===== config.mk =====
export PLATFORM = sky130hd
export DESIGN_NAME = aes_enc_round_unit
export DESIGN_NICKNAME = d
export VERILOG_FILES = /design/src/rtl/aes_enc_round_unit.sv
export SDC_FILE = /design/constraint.sdc
export NUM_CORES = 1
export LEC_CHECK = 0
export BUFFER_PORTS_ARGS = -buffer_cell sky130_fd_sc_hd__clkbuf_2
export CAP_MARGIN = 40
export CORE_ASPECT_RATIO = 0.7
export CORE_MARGIN = 4
export CORE_UTILIZATION = 40
export CTS_BUF_LIST = sky130_fd_sc_hd__clkbuf_8 sky130_fd_sc_hd__clkbuf_16
export DETAILED_ROUTE_END_ITERATION = 10
export HOLD_SLACK_MARGIN = 0.05
export PLACE_DENSITY = 0.59
export RECOVER_POWER = 50
export REMOVE_ABC_BUFFERS = 1
export SETUP_SLACK_MARGIN = 0.1
export SLEW_MARGIN = 20
export SYNTH_ARGS = -nofsm -noshare
export SYNTH_HDL_FRONTEND = slang
export SYNTH_SLANG_ARGS = --single-unit

===== constraint.sdc =====
create_clock -name clk -period 34 [get_ports clk]
set_input_delay 1.7 -clock clk [delete_from_list [all_inputs] [get_ports clk]]
set_output_delay 1.7 -clock clk [all_outputs]
set_load 0.05 [all_outputs]

===== src/rtl/aes_enc_round_unit.sv =====
`timescale 1ns/1ps
// aes_enc_round_unit
// Forward AES round datapath for a state that has already been through SubBytes:
// ShiftRows, then MixColumns (skipped on the final round), then AddRoundKey.
// Two-stage elastic pipeline with valid/ready handshakes on both sides.
//
// Ports:
//   clk, rst     clock and asynchronous active-high reset
//   in_valid     upstream beat present (state_in, round_key, final_round)
//   in_ready     unit accepts the input beat this cycle
//   state_in     post-SubBytes state, byte k = bits [8k+:8], row k%4, column k/4
//   round_key    round key, same byte layout
//   final_round  1 = omit MixColumns for this beat
//   out_valid    state_out holds a completed round
//   out_ready    downstream accepts state_out
//   state_out    round result, same byte layout
//   out_count    completed output beats, modulo 2^CNT_W
//   busy         either pipeline stage holds a valid beat
module aes_enc_round_unit #(
    parameter int CNT_W = 4
) (
    input  logic             clk,
    input  logic             rst,
    input  logic             in_valid,
    output logic             in_ready,
    input  logic [0:127]     state_in,
    input  logic [0:127]     round_key,
    input  logic             final_round,
    output logic             out_valid,
    input  logic             out_ready,
    output logic [0:127]     state_out,
    output logic [CNT_W-1:0] out_count,
    output logic             busy
);

    // Multiply by x in GF(2^8) modulo x^8+x^4+x^3+x+1.
    function automatic logic [7:0] xtime(input logic [7:0] b);
        return {b[6:0], 1'b0} ^ (b[7] ? 8'h1b : 8'h00);
    endfunction

    function automatic logic [0:31] mix_column(input logic [0:31] col);
        logic [7:0] a0, a1, a2, a3;
        logic [7:0] b0, b1, b2, b3;
        a0 = col[0:7];
        a1 = col[8:15];
        a2 = col[16:23];
        a3 = col[24:31];
        b0 = xtime(a0) ^ xtime(a1) ^ a1 ^ a2 ^ a3;
        b1 = a0 ^ xtime(a1) ^ xtime(a2) ^ a2 ^ a3;
        b2 = a0 ^ a1 ^ xtime(a2) ^ xtime(a3) ^ a3;
        b3 = xtime(a0) ^ a0 ^ a1 ^ a2 ^ xtime(a3);
        return {b0, b1, b2, b3};
    endfunction

    logic [0:127] shifted;
    logic [0:127] mixed;
    logic [0:127] s1_next;

    always_comb begin
        shifted = '0;
        mixed   = '0;
        // Row r of the output takes column (c+r) mod 4 of the input.
        for (int c = 0; c < 4; c++) begin
            for (int r = 0; r < 4; r++) begin
                shifted[8*(r+4*c) +: 8] = state_in[8*(r+4*((c+r)%4)) +: 8];
            end
        end
        for (int c = 0; c < 4; c++) begin
            mixed[32*c +: 32] = mix_column(shifted[32*c +: 32]);
        end
        s1_next = final_round ? shifted : mixed;
    end

    logic         s1_valid;
    logic [0:127] s1_data;
    logic [0:127] s1_key;
    logic         s2_load;
    logic         in_fire;
    logic         out_fire;

    // Stage 2 moves when it is empty or being drained; stage 1 can refill in
    // the same cycle, so full throughput needs no bubble.
    assign s2_load  = s1_valid && (!out_valid || out_ready);
    assign in_ready = !s1_valid || s2_load;
    assign in_fire  = in_valid && in_ready;
    assign out_fire = out_valid && out_ready;
    assign busy     = s1_valid || out_valid;

    always_ff @(posedge clk or posedge rst) begin
        if (rst) begin
            s1_valid <= 1'b0;
            s1_data  <= '0;
            s1_key   <= '0;
        end else begin
            if (in_fire) begin
                s1_valid <= 1'b1;
                s1_data  <= s1_next;
                s1_key   <= round_key;
            end else if (s2_load) begin
                s1_valid <= 1'b0;
            end
        end
    end

    always_ff @(posedge clk or posedge rst) begin
        if (rst) begin
            out_valid <= 1'b0;
            state_out <= '0;
        end else begin
            if (s2_load) begin
                out_valid <= 1'b1;
                state_out <= s1_data ^ s1_key;
            end else if (out_fire) begin
                out_valid <= 1'b0;
            end
        end
    end

    always_ff @(posedge clk or posedge rst) begin
        if (rst) begin
            out_count <= '0;
        end else if (out_fire) begin
            out_count <= out_count + 1'b1;
        end
    end

endmodule


# == Word-level counts from Yosys, hierarchy flattened ==
# Index checks and enable logic that the tools add are counted.
# op_classes
n_addsub,1
muxes,21
n_bitwise,81
n_reduce_logical,10
# op_table
cell,n
bitwise XOR 8 bit,64
2-to-1 mux 128 bit,1
bitwise XOR 128 bit,1
bitwise XOR 8 x 5 -> 8 bit,16
2-to-1 mux 5 bit,16
"adder 4 x 1 -> 4 bit, second input constant",1
2-to-1 mux 1 bit,4
nonzero test 2 bit,2
logical AND 1 bit,3
logical OR 1 bit,3
zero test 1 bit,2
# totals
reg_bits,390
inputBits,261
word_cells,119

# == Longest topological paths before layout ==
# logic_depth
word_depth,7
depth_mapped,7
ltp_nobuf,4

# == Worst setup path before layout ==
# OpenSTA, ideal clock, no wires.
# synth_timing
kind,input -> output
start,input port out_ready
end,output port in_ready
t_arrival_ns,2.699
t_required_ns,32.300
setup_slack_ns,29.601
path_stages,4
path_buffers,2
path_cell_list,and3b_1 clkbuf_1 inv_1 clkbuf_1
# synth_via
elab_chain_len,3
# synth_rtl
item,line_no,rtl
"start, declared",30,"input logic out_ready,"
logical OR 1 bit,83,assign s2_load = s1_valid && (!out_valid || out_ready);
logical AND 1 bit,83,
logical OR 1 bit,84,assign in_ready = !s1_valid || s2_load;
"end, declared",25,"output logic in_ready,"
# Every way passes these cells.

==> results.cfg <==
[run_status]
status = complete, but fails checks
violations = capacitance limit, slew limit

[finish]
syn_to_final_growth_pct = 17.01
nNetsFinal = 2212
antenna_cells = 0
finalNonFillerCells = 2711
drive_gt1_share_pct = 31.55

[sta]
final-hold-violation-count = 0
slew_violations = 323
fin_crit_sh_pct = 29.36
fmax_ghz = 0.1002
finClkSkew_ps = 23.56
rsz0062_at_grt = no
worst_pin_slew_ps = 5358
relSlewSlack_pct = -257.2
finalSetupViolCount = 0
post-route-min-period_ps = 9984
finalSetupTns_ps = 0

[job]
drv_cap = 6

[grt]
track_usage_pct = 19.48
grt_pass1_vias = 15105
antenna_found_initial = 4
grt_overflow_total = 0
grt_max_degree = 112
grt_pass1_wl_um = 90270

[route]
drt-wirelength-per-cell_um = 21.43
met1_length_um = 26590
drc_errors = 0
vias = 14376
dr_wl_met3_um = 3936
antenna_left = 0
routed_wl_um = 58110
wl_met2_um = 26360
viasPerCell = 5.303
drt_iter0_drc = 864
dr.pass1.iters = 5
highest_layer = met5

[clock_tree]
clkSlewWorstSetupHoldPaths_ps = 60
insertion_delay_ps = 560
h-tree-depth = 2
cts_sinks = 390
clk_path_buf_depth = 3
numCtsBuffers = 42
hold_buffers = 0
cts_tree = done
cts_resized = 0
clock-root-buffer = clkbuf_16
postCtsSetupBuffers = 0

[worst_setup_path]
end_kind = asynchronous set/reset pin
rr_startpoint = out_valid
cp.required_ps = 34710
r2r_setup_slack_ps = 29190
start_kind = input pin
crit_type = in -> async
r2r_cells = 5
reg2reg_to = state_out[66]
worstPathMaxFanout = 94
arrival_ps = 10690

[hold_path]
hold_path_depth = 1
min_path_type = reg -> reg
hp-start = out_count[3]
hold_path_end = out_count[3]

[power]
power.total_uw = 1841
power.share.combinational_pct = 38.0
p_leak_uw = 0.01209
seqPwrFrac_pct = 37.0
ir_drop_v = 0.00004527
power_density_nw_per_um2 = 71.54
p_switching_uw = 730.1
p_int_uw = 1111
switching_share_pct = 39.66
p_clk_share_pct = 25.1

[floorplanning]
ios = 396
start_util_pct = 40.71
core_um2 = 54010
dieWidth_um = 288.2
fp.dieH_um = 204.2
num_rows = 71
dieArea_um2 = 58850

[placed_design]
port_buffers = 395
hpwl_um = 40550
dpl.cell_count = 2633
gp_congestion = 0.7882

[synth]
syn_avg_cell_area_um2 = 13.50
ys_types = 28
synthesis.instances = 1629
ys_ff_latch = 390
synth-warning-count = 0
synth_area_um2 = 21990
ys_seq_area_share_pct = 44.38
-- worst max-delay path by stage --
stage | startpoint | to
final | rst | state_out[6]
after global routing | rst | state_out[24]
after CTS | out_ready | in_ready
after detailed placement | out_ready | s1_key[104]
after global placement | out_ready | s1_key[9]
after floorplan | rst | out_count[0]
-- worst max-delay path, cell delays in order --
cell        delay (ps)
clkbuf_1            80
clkinvlp_2         470
clkbuf_1          3760
clkbuf_1          1010
clkbuf_1          1890
clkbuf_1           630
buf_16             350
buf_4              360
buf_16             310
-- cell type report --
type	instances	area, um2
Fill cell	5017	28280
Multi-Input combinational cell	1093	11560
Sequential cell	390	9759
Timing Repair Buffer	420	2093
Clock buffer	53	1236
Tap cell	730	913.4
Clock inverter	22	150.1
Inverter	3	17.52
-- state kept, by name, indices dropped and copies added (netlist names) --
register,cells
s1_data,128
s1_valid,1
out_valid,1
s1_key,128
state_out,128
out_count,4
-- metrics by stage --
| stage | utilization, % | setup WS [ps] | hold slack (ps) | cell area, um2 |
|---|---|---|---|---|
| floorplan | - | 21460 | 464.2 | 21310 |
| global placement | 45.10 | 28330 | 461.1 | 24360 |
| detailed placement | 45.42 | 28590 | 455.3 | 24530 |
| CTS | 47.98 | 28650 | 467.0 | 25920 |
| global route | 47.64 | 22140 | 483.8 | 25730 |
| finish | 47.64 | 24020 | 461.6 | 25730 |
-- power by group through the flow --
stage	clock network (uW)	logic [uW]	registers (uW)
6_report	462	699	680
5_1_grt	495	745	697
4_1_cts	475	723	683
3_5_place_dp	0	720	690
3_3_place_gp	0	709	684
2_1_floorplan	0	286	930
-- cells by family (layout without fill, tap and decap cells) --
logic type | count (synthesis) | in the layout | share of synthesized area, %
buffers and inverters | 146 | 498 | 3.141
AOI/OAI and AO/OA | 256 | 256 | 7.573
and+or+nand+nor | 154 | 154 | 4.097
xor gates and xnor gates | 425 | 425 | 27.59
adders and majority gates | 1 | 1 | 0.05689
muxes | 257 | 257 | 13.16
DFF | 390 | 390 | 44.38
-- cells in the final DEF (no fill, tap or decap), types with 16 or more instances in the layout --
master	instances
xor2_1	215
nand4_1	115
clkbuf_1	127
mux2_2	257
clkbuf_2	275
o21ai_0	115
dfrtp_1	390
o211ai_1	112
clkbuf_16	45
nand2_1	16
xnor2_1	41
xor3_1	20
xnor3_1	148
-- layer usage --
metal  global-route usage, %  up-vias
li1                        -     6540
met1                   27.39     7376
met2                   30.40      363
met3                   5.340       89
met4                   4.250        8
met5                       0        -
-- cell usage after synthesis --
library cell	n	area share [%]
ha_1	1	0.057
o21ai_0	115	2.6
inv_1	3	0.051
buf_4	15	0.51
nand4_1	115	3.3
nand2b_1	2	0.057
xor2_1	215	8.6
xnor2_1	41	1.6
and3b_1	1	0.040
nand2_1	17	0.29
nor3_1	14	0.32
a21boi_0	13	0.44
nand3_1	2	0.046
xnor3_1	148	15
mux2_2	257	13
clkbuf_1	71	1.2
xor3_1	20	2.2
buf_1	18	0.31
a211o_1	13	0.52
dfrtp_1	390	44
buf_6	6	0.31
o211ai_2	3	0.17
buf_2	33	0.75
xor2_2	1	0.074
or2_2	1	0.028
nor2_1	1	0.017
o211ai_1	112	3.8
or3_1	1	0.028
No activity file was read; power rests on OpenSTA's default activity.
